$ cat src/rtl/ex_mem.sv
// ex_mem: execute -> memory-access pipeline register of the five-stage MIPS core.
// Latches GPR write, HI/LO write, load/store op, address and store data, and
// carries the multiply-accumulate partial product / cycle counter back to
// execute across a stall.
// Optional feature macro: EX_MEM_MACC_EN (define to keep the hilo_temp/cnt
// feedback registers; undefined ties hilo_temp_o and cnt_o to zero).
module ex_mem (
  input  logic        clk,
  input  logic        rst,          // asynchronous, active-low
  input  logic [5:0]  stall,        // [3] execute stalled, [4] memory stalled
  input  logic        ex_we,
  input  logic [4:0]  ex_waddr,
  input  logic [31:0] ex_wdata,
  input  logic        ex_whilo,
  input  logic [31:0] ex_hi,
  input  logic [31:0] ex_lo,
  input  logic [7:0]  ex_aluop,
  input  logic [31:0] ex_mem_addr,
  input  logic [31:0] ex_opv2,
  input  logic [63:0] hilo_temp_i,
  input  logic [1:0]  cnt_i,
  output logic        mem_we,
  output logic [4:0]  mem_waddr,
  output logic [31:0] mem_wdata,
  output logic        mem_whilo,
  output logic [31:0] mem_hi,
  output logic [31:0] mem_lo,
  output logic [7:0]  mem_aluop,
  output logic [31:0] mem_mem_addr,
  output logic [31:0] mem_opv2,
  output logic [63:0] hilo_temp_o,
  output logic [1:0]  cnt_o
);

  // Capture whenever execute advances; the illegal stall[3]=0/stall[4]=1
  // combination therefore also captures. Bubble when only execute stalls.
  logic do_capture;
  logic do_bubble;
  assign do_capture = ~stall[3];
  assign do_bubble  = stall[3] & ~stall[4];

  logic        mem_we_q,       mem_we_d;
  logic [4:0]  mem_waddr_q,    mem_waddr_d;
  logic [31:0] mem_wdata_q,    mem_wdata_d;
  logic        mem_whilo_q,    mem_whilo_d;
  logic [31:0] mem_hi_q,       mem_hi_d;
  logic [31:0] mem_lo_q,       mem_lo_d;
  logic [7:0]  mem_aluop_q,    mem_aluop_d;
  logic [31:0] mem_mem_addr_q, mem_mem_addr_d;
  logic [31:0] mem_opv2_q,     mem_opv2_d;

  // Next-state for the forward pipeline fields: hold, bubble (all zero = NOP) or capture.
  always_comb begin
    mem_we_d       = mem_we_q;
    mem_waddr_d    = mem_waddr_q;
    mem_wdata_d    = mem_wdata_q;
    mem_whilo_d    = mem_whilo_q;
    mem_hi_d       = mem_hi_q;
    mem_lo_d       = mem_lo_q;
    mem_aluop_d    = mem_aluop_q;
    mem_mem_addr_d = mem_mem_addr_q;
    mem_opv2_d     = mem_opv2_q;
    if (do_capture) begin
      mem_we_d       = ex_we;
      mem_waddr_d    = ex_waddr;
      mem_wdata_d    = ex_wdata;
      mem_whilo_d    = ex_whilo;
      mem_hi_d       = ex_hi;
      mem_lo_d       = ex_lo;
      mem_aluop_d    = ex_aluop;
      mem_mem_addr_d = ex_mem_addr;
      mem_opv2_d     = ex_opv2;
    end else if (do_bubble) begin
      mem_we_d       = 1'b0;
      mem_waddr_d    = 5'd0;
      mem_wdata_d    = 32'd0;
      mem_whilo_d    = 1'b0;
      mem_hi_d       = 32'd0;
      mem_lo_d       = 32'd0;
      mem_aluop_d    = 8'd0;
      mem_mem_addr_d = 32'd0;
      mem_opv2_d     = 32'd0;
    end
  end

  // Forward pipeline flops, cleared asynchronously by reset.
  always_ff @(posedge clk or negedge rst) begin
    if (!rst) begin
      mem_we_q       <= 1'b0;
      mem_waddr_q    <= 5'd0;
      mem_wdata_q    <= 32'd0;
      mem_whilo_q    <= 1'b0;
      mem_hi_q       <= 32'd0;
      mem_lo_q       <= 32'd0;
      mem_aluop_q    <= 8'd0;
      mem_mem_addr_q <= 32'd0;
      mem_opv2_q     <= 32'd0;
    end else begin
      mem_we_q       <= mem_we_d;
      mem_waddr_q    <= mem_waddr_d;
      mem_wdata_q    <= mem_wdata_d;
      mem_whilo_q    <= mem_whilo_d;
      mem_hi_q       <= mem_hi_d;
      mem_lo_q       <= mem_lo_d;
      mem_aluop_q    <= mem_aluop_d;
      mem_mem_addr_q <= mem_mem_addr_d;
      mem_opv2_q     <= mem_opv2_d;
    end
  end

  assign mem_we       = mem_we_q;
  assign mem_waddr    = mem_waddr_q;
  assign mem_wdata    = mem_wdata_q;
  assign mem_whilo    = mem_whilo_q;
  assign mem_hi       = mem_hi_q;
  assign mem_lo       = mem_lo_q;
  assign mem_aluop    = mem_aluop_q;
  assign mem_mem_addr = mem_mem_addr_q;
  assign mem_opv2     = mem_opv2_q;

`ifdef EX_MEM_MACC_EN
  logic [63:0] hilo_temp_q, hilo_temp_d;
  logic [1:0]  cnt_q,       cnt_d;

  // Accumulate state: kept across a bubble so the second madd/msub cycle
  // sees the first cycle's result; cleared once the instruction leaves execute.
  always_comb begin
    hilo_temp_d = hilo_temp_q;
    cnt_d       = cnt_q;
    if (do_capture) begin
      hilo_temp_d = 64'd0;
      cnt_d       = 2'd0;
    end else if (do_bubble) begin
      hilo_temp_d = hilo_temp_i;
      cnt_d       = cnt_i;
    end
  end

  // Accumulate feedback flops.
  always_ff @(posedge clk or negedge rst) begin
    if (!rst) begin
      hilo_temp_q <= 64'd0;
      cnt_q       <= 2'd0;
    end else begin
      hilo_temp_q <= hilo_temp_d;
      cnt_q       <= cnt_d;
    end
  end

  assign hilo_temp_o = hilo_temp_q;
  assign cnt_o       = cnt_q;
`else
  // Core without multiply-accumulate: feedback inputs are unused.
  logic unused_macc;
  assign unused_macc = ^{hilo_temp_i, cnt_i};
  assign hilo_temp_o = 64'd0;
  assign cnt_o       = 2'd0;
`endif

endmodule

$ cat config.mk
export PLATFORM = sky130hd
export DESIGN_NAME = ex_mem
export DESIGN_NICKNAME = d
export VERILOG_FILES = /design/src/rtl/ex_mem.sv
export SDC_FILE = /design/constraint.sdc
export NUM_CORES = 1
export LEC_CHECK = 0
export CORE_AREA = 8 8 183 185
export CTS_BUF_LIST = sky130_fd_sc_hd__clkbuf_8
export DETAILED_ROUTE_END_ITERATION = 10
export DIE_AREA = 0 0 191 193
export HOLD_SLACK_MARGIN = 0.12
export PLACE_DENSITY = 0.58
export SYNTH_ARGS = -nofsm -noshare
export SYNTH_HDL_FRONTEND = slang
export SYNTH_SLANG_ARGS = --single-unit
$ cat constraint.sdc
create_clock -name clk -period 0.8 [get_ports clk]
set_input_delay 0.16 -clock clk [delete_from_list [all_inputs] [get_ports clk]]
set_output_delay 0.16 -clock clk [all_outputs]
set_load 0.02 [all_outputs]
==> flow_summary_export.csv <==
group,metric,value,unit
outcome,status,"finished with violations",
outcome,violations,"setup timing",
power,ir_drop,0.919,mV
global_routing,track_usage,0.135,
cts,cts_hold_buf,1,
synth,syn_avg_cell_area,14.7,um2
cells_and_area,n_antenna_cell,0,
drt,avgRoutedWirePerCell,19.8,um
global_routing,grt-busiest-layer,"met2",
worst_setup_path,cp_max_fo,2,
synth,ys_warn_count,0,
worst_setup_path,cp.arrival,1.05,ns
global_routing,met3_usage,0.0540,
power,p_int,15600,uW
cts,cts_buffer_depth,2,
timing,fmax,829,MHz
timing,setup_viol,280,
power,p_sw,6560,uW
power,p_clk_frac,0.294,
cts,clkLatencyLatePin,0.44,ns
cells_and_area,final_common_cell,"buf_6",
drt,drcViolationCount,0,
timing,rsz0062_at_grt,"yes",
die,std_cell_rows,65,
cells_and_area,syn_to_final_growth,83.0,%
drt,first_iter_violations,192,
cts,ctsHtreeMaxLevel,4,
die,dieArea,36900,um2
global_routing,antenna_found_initial,0,
die,coreArea,30800,um2
drt,wl,26.2,mm
cts,cts-root-buf,"clkbuf_8",
power,pwr-share-seq,0.452,
drt,vias,5521,
global_routing,grt_use_met1,0.158,
cells_and_area,final_cell_mix,"232 x buf_6, 175 x a22o_1, 175 x clkdlybuf4s50_1, 174 x dfrtp_1, 66 x conb_1",
power,power_density,1800,nW/um2
global_routing,grt_max_degree,50,
die,dieHeight,193,um
global_routing,grt_pass1_wl,37.8,mm
global_routing,grt_pass1_vias,6003,
cts,clk_pin_slew,0.10,ns
job,drv_cap,0,
cts,cts_buffers,17,
die,fp.dieW,191,um
placed_design,dp_hpwl,17.8,mm
global_routing,met2_usage,0.227,
worst_setup_path,crit_chain,"buf_6",
die,num_io_pins,490,
worst_setup_path,crit_path_top_delay_cell,"dfrtp_2",
timing,fin_ws,-0.406,ns
placed_design,placed_area,10900,um2
cells_and_area,drive_gt1_frac,0.358,
synth,syn-cell-area,6720,um2
drt,routed_via_density,4.17,
worst_setup_path,critical_path_buf_inv_count,1,
hold_path,min_path_type,"input pin to async pin",
timing,timing.final.crit_share,1.51,
power,leakage,0.00581,uW
drt,dr.pass1.iters,4,
cells_and_area,nets,1159,
timing,skew,0,ns
power,p_total,22200,uW
worst_setup_path,critPathKind,"flop to primary output",
timing,setup_tns,-64.08,ns
placed_design,portBuffers,353,
synth,netlist_instances,458,
cts,clock-sinks,175,
synth,synth-seq-area-share,0.652,
timing,hold_violations,0,
synth,synth_seq_cells,175,
worst_setup_path,crit_required,0.64,ns
cts,cts_tree,"yes",
timing,fin_hold_ws,0.139,ns
power,p_sw_frac,0.296,
cells_and_area,fin_area,12300,um2
synth,ys_types,10,
worst_setup_path,cp-start-kind,"flop",
worst_setup_path,slowest_delay,0.45,ns
global_routing,grt_overflow,0,
die,start_util,0.218,
timing,period_minus_slack,1.21,ns
power,pwr-share-comb,0.255,
worst_setup_path,crit_family,"flip-flops",
worst_setup_path,end_kind,"primary output",
drt,ant_nets,0,
timing,slew_viol_final,0,
placed_design,gp_congestion,0.719,
registers in the layout (all words and copies together) (netlist names):
register      flops
mem_aluop         8
mem_hi           32
mem_lo           32
mem_mem_addr     32
mem_opv2         32
mem_waddr         5
mem_wdata        32
mem_we            1
mem_whilo         1
metrics by stage:
step                      instances   util  setup WS, ns
after floorplan                 523      -        -0.188
after global placement         1238  0.353        -0.604
after detailed placement       1238  0.353        -0.615
after CTS                      1316  0.391        -0.478
after global routing           1325  0.399        -0.485
final                          1325  0.399        -0.406
cell families after synthesis:
group	synth area share
AND/OR/NAND/NOR	0.000932
flip-flops	0.652
other	0.000558
buffers and inverters	0.119
AO/OA/AOI/OAI	0.228
worst paths after layout:
check                                 start               end  slack, ns  cells past startpoint
worst min register to register    mem_lo[9]         mem_lo[9]       0.53                      1
worst max register to register   mem_hi[17]        mem_hi[17]      -0.05                      2
min in group clk                ex_aluop[6]      mem_aluop[6]       0.31                      2
max in group asynchronous               rst  mem_mem_addr[23]       0.16                      3
worst max-delay path             mem_hi[27]        mem_hi[27]      -0.41                      1
worst min-delay path                    rst        mem_hi[16]       0.14                      2
Yosys cell counts:
| library cell | number | area share |
|---|---|---|
| buf_2 | 18 | 0.013 |
| dfrtp_1 | 175 | 0.65 |
| buf_6 | 17 | 0.028 |
| inv_1 | 1 | 0.00056 |
| clkbuf_2 | 1 | 0.00074 |
| conb_1 | 1 | 0.00056 |
| and2_1 | 1 | 0.00093 |
| a22o_1 | 175 | 0.23 |
| clkbuf_1 | 3 | 0.0017 |
| buf_4 | 66 | 0.074 |
routing by layer:
metal	part of all wire	routed length (um)
met1	0.39	10100
met2	0.50	13100
met3	0.10	2710
met4	0.0092	241
met5	0	0
layout make-up:
type,count,area [um2]
Sequential cell,175,4380
Multi-Input combinational cell,242,1790
Clock inverter,14,156
Clock buffer,18,248
Fill cell,2915,18500
Tap cell,402,503
Inverter,1,11.3
Timing Repair Buffer,473,5210
timing repair:
| action | CTS | global route |
|---|---|---|
| setup buffers | 52 | 40 |
| endpoints found under the hold margin | 175 | 5 |
| setup endpoints to repair | 348 | 249 |
| pin swaps | 17 | 32 |
| gates resized for setup | 1054 | 52 |
| cloned | 6 | 0 |
power groups by stage:
stage	Combinational [uW]	Sequential [uW]	Clock, uW
global placement	4960	10000	0
finish	5640	10000	6520
detailed placement	5000	10000	0
global route	5980	10100	7200
CTS	5560	9980	6860
floorplan	1420	10800	0
(Power assumes the default switching activity.)
